File: src/rtl/xif_coproc_pkg.sv
`default_nettype none
// ====================================================================
// xif_coproc_pkg : shared types, opcode constants and decode helper
// Rev 1.0
// ====================================================================
package xif_coproc_pkg;

   // Entry fields are sized for the widest supported configuration;
   // modules use the low X_ID_WIDTH / X_RFR_WIDTH bits.
   localparam int unsigned XIF_ID_MAX   = 16;
   localparam int unsigned XIF_DATA_MAX = 64;

   localparam logic [6:0] OPC_CUSTOM0 = 7'b0001011;
   localparam logic [2:0] F3_ADD      = 3'b000;
   localparam logic [2:0] F3_XOR      = 3'b001;
   localparam logic [2:0] F3_SLL      = 3'b010;

   typedef enum logic [1:0] {
      OP_ADD = 2'd0,
      OP_XOR = 2'd1,
      OP_SLL = 2'd2
   } op_e;

   typedef struct packed {
      logic                    valid;
      logic                    committed;
      logic                    killed;
      logic [XIF_ID_MAX-1:0]   id;
      logic [4:0]              rd;
      logic [XIF_DATA_MAX-1:0] data;
   } entry_t;

   typedef struct packed {
      logic accept;
      op_e  op;
   } dec_t;

   function automatic dec_t decode(input logic [6:0] opcode, input logic [2:0] funct3);
      dec_t d;
      d.accept = 1'b0;
      d.op     = OP_ADD;
      if (opcode == OPC_CUSTOM0) begin
         case (funct3)
            F3_ADD:  begin d.accept = 1'b1; d.op = OP_ADD; end
            F3_XOR:  begin d.accept = 1'b1; d.op = OP_XOR; end
            F3_SLL:  begin d.accept = 1'b1; d.op = OP_SLL; end
            default: d.accept = 1'b0;
         endcase
      end
      return d;
   endfunction

endpackage
`default_nettype wire

File: src/rtl/xif_coproc_fifo.sv
`default_nettype none
// ====================================================================
// xif_coproc_fifo : circular in-flight buffer with id-match commit port
// Rev 1.0
// ====================================================================
module xif_coproc_fifo
   import xif_coproc_pkg::*;
#(
   parameter int unsigned DEPTH = 4
) (
   input  logic                    clk_i,
   input  logic                    rst_ni,
   input  logic                    push_i,
   input  entry_t                  push_entry_i,
   input  logic                    pop_i,
   input  logic                    cmt_valid_i,
   input  logic [XIF_ID_MAX-1:0]   cmt_id_i,
   input  logic                    cmt_kill_i,
   output entry_t                  head_o,
   output logic [$clog2(DEPTH):0]  count_o,
   output logic                    full_o
);
   localparam int unsigned        PTR_W    = $clog2(DEPTH);
   localparam logic [PTR_W:0]     FULL_CNT = (PTR_W+1)'(DEPTH);

   entry_t           mem_q [DEPTH];
   entry_t           mem_d [DEPTH];
   logic [PTR_W-1:0] head_q, head_d, tail_q, tail_d;
   logic [PTR_W:0]   count_q, count_d;

   always_comb begin
      mem_d   = mem_q;
      head_d  = head_q;
      tail_d  = tail_q;
      count_d = count_q + {{PTR_W{1'b0}}, push_i} - {{PTR_W{1'b0}}, pop_i};
      if (pop_i) begin
         mem_d[head_q] = '0;
         head_d        = head_q + PTR_W'(1);
      end
      if (push_i) begin
         mem_d[tail_q] = push_entry_i;
         tail_d        = tail_q + PTR_W'(1);
      end
      // Matching after the push lets a same-cycle commit hit the new entry.
      if (cmt_valid_i) begin
         for (int i = 0; i < int'(DEPTH); i++) begin
            if (mem_d[i].valid && !mem_d[i].committed && !mem_d[i].killed &&
                mem_d[i].id == cmt_id_i) begin
               if (cmt_kill_i) mem_d[i].killed    = 1'b1;
               else            mem_d[i].committed = 1'b1;
            end
         end
      end
   end

   always_ff @(posedge clk_i or negedge rst_ni) begin
      if (!rst_ni) begin
         for (int i = 0; i < int'(DEPTH); i++) mem_q[i] <= '0;
         head_q  <= '0;
         tail_q  <= '0;
         count_q <= '0;
      end else begin
         for (int i = 0; i < int'(DEPTH); i++) mem_q[i] <= mem_d[i];
         head_q  <= head_d;
         tail_q  <= tail_d;
         count_q <= count_d;
      end
   end

   assign head_o  = mem_q[head_q];
   assign count_o = count_q;
   assign full_o  = (count_q == FULL_CNT);

endmodule
`default_nettype wire

File: config.mk
export PLATFORM = sky130hd
export DESIGN_NAME = xif_coproc_fifo
export DESIGN_NICKNAME = d
export VERILOG_FILES = /design/src/rtl/xif_coproc_pkg.sv /design/src/rtl/xif_coproc_fifo.sv
export SDC_FILE = /design/constraint.sdc
export NUM_CORES = 1
export LEC_CHECK = 0
export CAP_MARGIN = 20
export CORE_MARGIN = 2
export CORE_UTILIZATION = 52
export CTS_BUF_LIST = sky130_fd_sc_hd__clkbuf_4
export CTS_CLUSTER_DIAMETER = 50
export CTS_CLUSTER_SIZE = 28
export DETAILED_ROUTE_END_ITERATION = 7
export GPL_TIMING_DRIVEN = 0
export PLACE_DENSITY = 0.78
export SLEW_MARGIN = 15
export SYNTH_ARGS = -nofsm -noshare
export SYNTH_HDL_FRONTEND = slang
export SYNTH_SLANG_ARGS = --single-unit
File: constraint.sdc
create_clock -name clk_i -period 2.7 [get_ports clk_i]
set_input_delay 0.54 -clock clk_i [delete_from_list [all_inputs] [get_ports clk_i]]
set_output_delay 0.54 -clock clk_i [all_outputs]
set_load 0.02 [all_outputs]
Word-level counts from Yosys, hierarchy flattened. Index checks and enable logic that the tools add are counted.

$add $sub $neg: 4. Equality and inequality tests: 5. Reduce and logical (&&, ||, !) cells: 22. Bitwise logic cells: 4. Mux-type cells: 26. Order comparisons: 4.

Operators by type and width (number): 352-bit 2-to-1 mux (2); 352-bit bitwise AND (1); 352-bit bitwise mux (1); 88-bit demux with 2-bit select (2); 88-bit 2-to-1 mux (4); 352-bit NOT (1); 88-bit binary-select mux with 2-bit select (1); 16-bit == test (4); 2-bit 2-to-1 mux (8); 1-bit logical AND (14); 1-bit zero test (8); 1-bit 2-to-1 mux (8); 3-bit greater-or-equal comparator, second input constant (2); 3-bit by 1-bit < comparator with 1-bit output, second input constant (2); 2-bit NOT with 3-bit output (2); 2-bit by 1-bit adder with 2-bit output, second input constant (2); 3-bit by 1-bit adder with 3-bit output (1); 3-bit == test, second input constant (1); 3-bit by 1-bit subtractor with 3-bit output (1).

Flip-flop bits (word level): 359. Output and inout bits: 92. Input bits: 110.

Longest topological paths before layout.
Word-level depth: 16. Gate-level depth with buffers: 12. Depth with buffers taken out: 8.

Worst setup path before layout. OpenSTA, ideal clock, no wires.

Path type: register to register. From: reg head_q[0]. To: reg mem_q[350] (netlist name). Slack: -0.172 ns. Cell stages (with the launch flop): 12. Setup time: 0.095 ns. Required time: 2.605 ns. Arrival: 2.777 ns. Path through: dfrtp_1 -> clkbuf_1 -> buf_2 -> buf_1 -> inv_1 -> ha_1 -> a22oi_1 -> a22o_4 -> xnor2_2 -> o2111ai_1 -> or3_1 -> o31ai_1.

RTL lines: start, declared (RTL line xif_coproc_fifo.sv:28) `logic [PTR_W-1:0] head_q, head_d, tail_q, tail_d;`; start signal, assigned (RTL line xif_coproc_fifo.sv:59) `head_q <= '0;`; start signal, assigned (RTL line xif_coproc_fifo.sv:64) `head_q <= head_d;`.

==> reports/results.ini <==
[critical_path]
reg2reg_setup_slack_ps=-40
startpoint_type=flop
cp.required_ps=2160
crit_path_max_fanout=5
path_class=flop to primary output
endpoint_kind=primary output
arrival_ps=2280

[logic_synthesis]
syn_area_sq_mm=0.01683
synth.distinct_cells=69
synth-edff-count=0
netlist_instances=1277
synth_seq_cells=359
yosysWarningCount=0
syn-num-nets=1398
synthArstFlopShare_pct=100.0
yosysSeqAreaShare_pct=53.36
dominantRegCellSynth=dfrtp_1
avgSynthCellArea_sq_um=13.18

[clocking]
cts_tree=done
root_buffer=clkbuf_4
clock_latency_ps=730
numCtsBuffers=37
htreeDepth=2
cts.sinks=359
cts_buffer_depth=3
clkTransAtPathRegs_ps=150

[pwr]
power_frac_comb_pct=52.5
pwr-share-clk_pct=13.1
ir_drop_uv=782.3
p_leak_nw=9.373
p_per_area_mw_per_mm2=1228
seqPwrFrac_pct=34.4
switching_power_w=0.01059
switching_share_pct=41.76
power.internal_w=0.01477
power_w=0.02537

[status]
status=complete, but fails checks
violations=setup timing

[grt]
antenna_found_initial=2
grt_pass1_vias=13500
grt_use_total_pct=31.86
grt_max_degree=102
overflow=0
grt_pass1_wl_um=81610

[hold_path]
hold_path_class=input port to flop

[cells_and_area]
num-nets-final=1659
final_cell_mix=358 x dfrtp_1, 320 x a22o_1, 104 x clkdlybuf4s50_1
drive_gt1_share_pct=24.19
mostFrequentLayoutCell=dfrtp_1
area_delta_synth_final_pct=22.70

[sta]
setup_violations=84
timing.fmax_mhz=354.2
fin_ws_ps=-123.0
slew_viol_final=0
rsz0062_at_grt=true
fin_worst_skew_ps=45.17
tightest_slew_ps=959.6
post-route-min-period_ps=2823
relSlewSlack_pct=36.02
period_share_pct=104.6
timing.final.hold_violations=0

[die]
fp.dieArea_sq_mm=0.03383
die_h_um=183.9
core_sq_mm=0.03172
start_util_pct=53.08
die_x_um=183.9
rows=65
io_pins=202

[drt]
drt_wl_total_um=53920
routed_via_density=6.760
ant_nets=0
routedWlPerCell_um=27.36
dr_total_vias=13320
drtIter0Drc=1268
first_pass_iters=5
post-route-drc-count=0

[placed_design]
port_buffers=194
gp_congestion=0.9922
hpwl_um=35270
post-place-ws_ps=-1507

[run]
maxCapViolations=0

-- flip-flops by register name (all words and copies together) (netlist names) --
| name | flops |
|---|---|
| count_o | 3 |
| mem_q | 352 |
| head_q | 2 |
| tail_q | 2 |
-- cell usage after synthesis, types with 12 or more instances --
library cell	n	area, sq um
o21ai_0	32	160.2
dfrtp_1	359	8984
a22o_1	320	2803
xor2_1	23	201.4
o32ai_1	12	105.1
nor4bb_1	16	160.2
mux4_2	88	1982
clkbuf_1	78	292.8
nor2_1	39	146.4
a31oi_1	19	118.9
xnor2_1	26	227.7
nand2_1	55	206.5
buf_2	29	145.1
inv_1	17	63.81
-- cell families (layout without fill, tap and decap cells) --
family,count (synthesis),count (layout),synth area share (%)
AO/OA/AOI/OAI,448,448,22.11
XOR/XNOR,50,50,2.646
adder cells (fa/ha/maj),11,11,0.8621
buffers and inverters,139,429,3.471
flip-flops,359,359,53.36
multiplexers,89,89,11.83
other,0,2,0
AND/OR/NAND/NOR,181,181,5.716
-- layout make-up --
cell class	count	area, sq um
Tap cell	402	503.0
Inverter	17	76.32
Clock inverter	29	322.8
Buffer	120	887.1
Antenna cell	2	5.005
Sequential cell	359	8985
Multi-Input combinational cell	779	7471
Timing Repair Buffer	224	2113
Fill cell	2399	11060
Clock buffer	39	292.8
-- stage by stage --
stage | util (%) | cells | instance area, sq um | setup TNS, ps | hold slack (ps)
after floorplan | - | 1277 | 16840 | 0 | 244.4
after global placement | 60.80 | 1873 | 19290 | -5437910 | 476.3
after detailed placement | 61.08 | 1876 | 19370 | -374370 | 476.3
after CTS | 64.14 | 1953 | 20340 | -11200 | 198.0
after global routing | 65.12 | 1971 | 20660 | -12660 | 212.6
final | 65.12 | 1971 | 20660 | -5181 | 255.5
-- power groups by stage --
stage	clock network, W	registers [W]	logic (W)
after floorplan	0	0.00833	0.00780
after CTS	0.00338	0.00864	0.0126
final	0.00333	0.00872	0.0133
after detailed placement	0	0.00871	0.0123
after global routing	0.00361	0.00893	0.0140
after global placement	0	0.00866	0.0121
-- worst max-delay path, cell delays in order, from the launching register on --
cell and delay [ps]:
dfrtp_2 450, buf_6 180, buf_4 150, buf_4 100, mux4_2 490, buf_2 190
-- routing by layer --
| metal | track usage, % | vias up | part of all wire [%] |
|---|---|---|---|
| met5 | 0 | - | 0 |
| met4 | 11.81 | 0 | 3.7 |
| met3 | 6.616 | 132 | 10 |
| met2 | 47.26 | 804 | 45 |
| met1 | 46.73 | 6836 | 41 |
| li1 | - | 5551 | - |
-- worst paths after layout --
kind / from / endpoint / depth (start not counted)
setup / recovery: head_q[0] / head_o[0] / 5
hold / removal: push_entry_i[74] / mem_q[250] / 3
setup reg to reg: head_q[0] / mem_q[349] / 12
hold reg to reg: count_o[2] / count_o[2] / 1
max in group asynchronous: rst_ni / mem_q[346] / 4
min in group asynchronous: rst_ni / mem_q[60] / 2
-- timing repair --
item | 4_1_cts | 5_1_grt
pin swaps | 7 | 21
setup endpoints to repair | 430 | 148
cloned | 1 | 7
hold buffers | 1 | 0
gates resized for setup | 473 | 122
setup buffers | 8 | 11
hold endpoints to repair | 86 | 0
No activity file was read; power rests on OpenSTA's default activity.
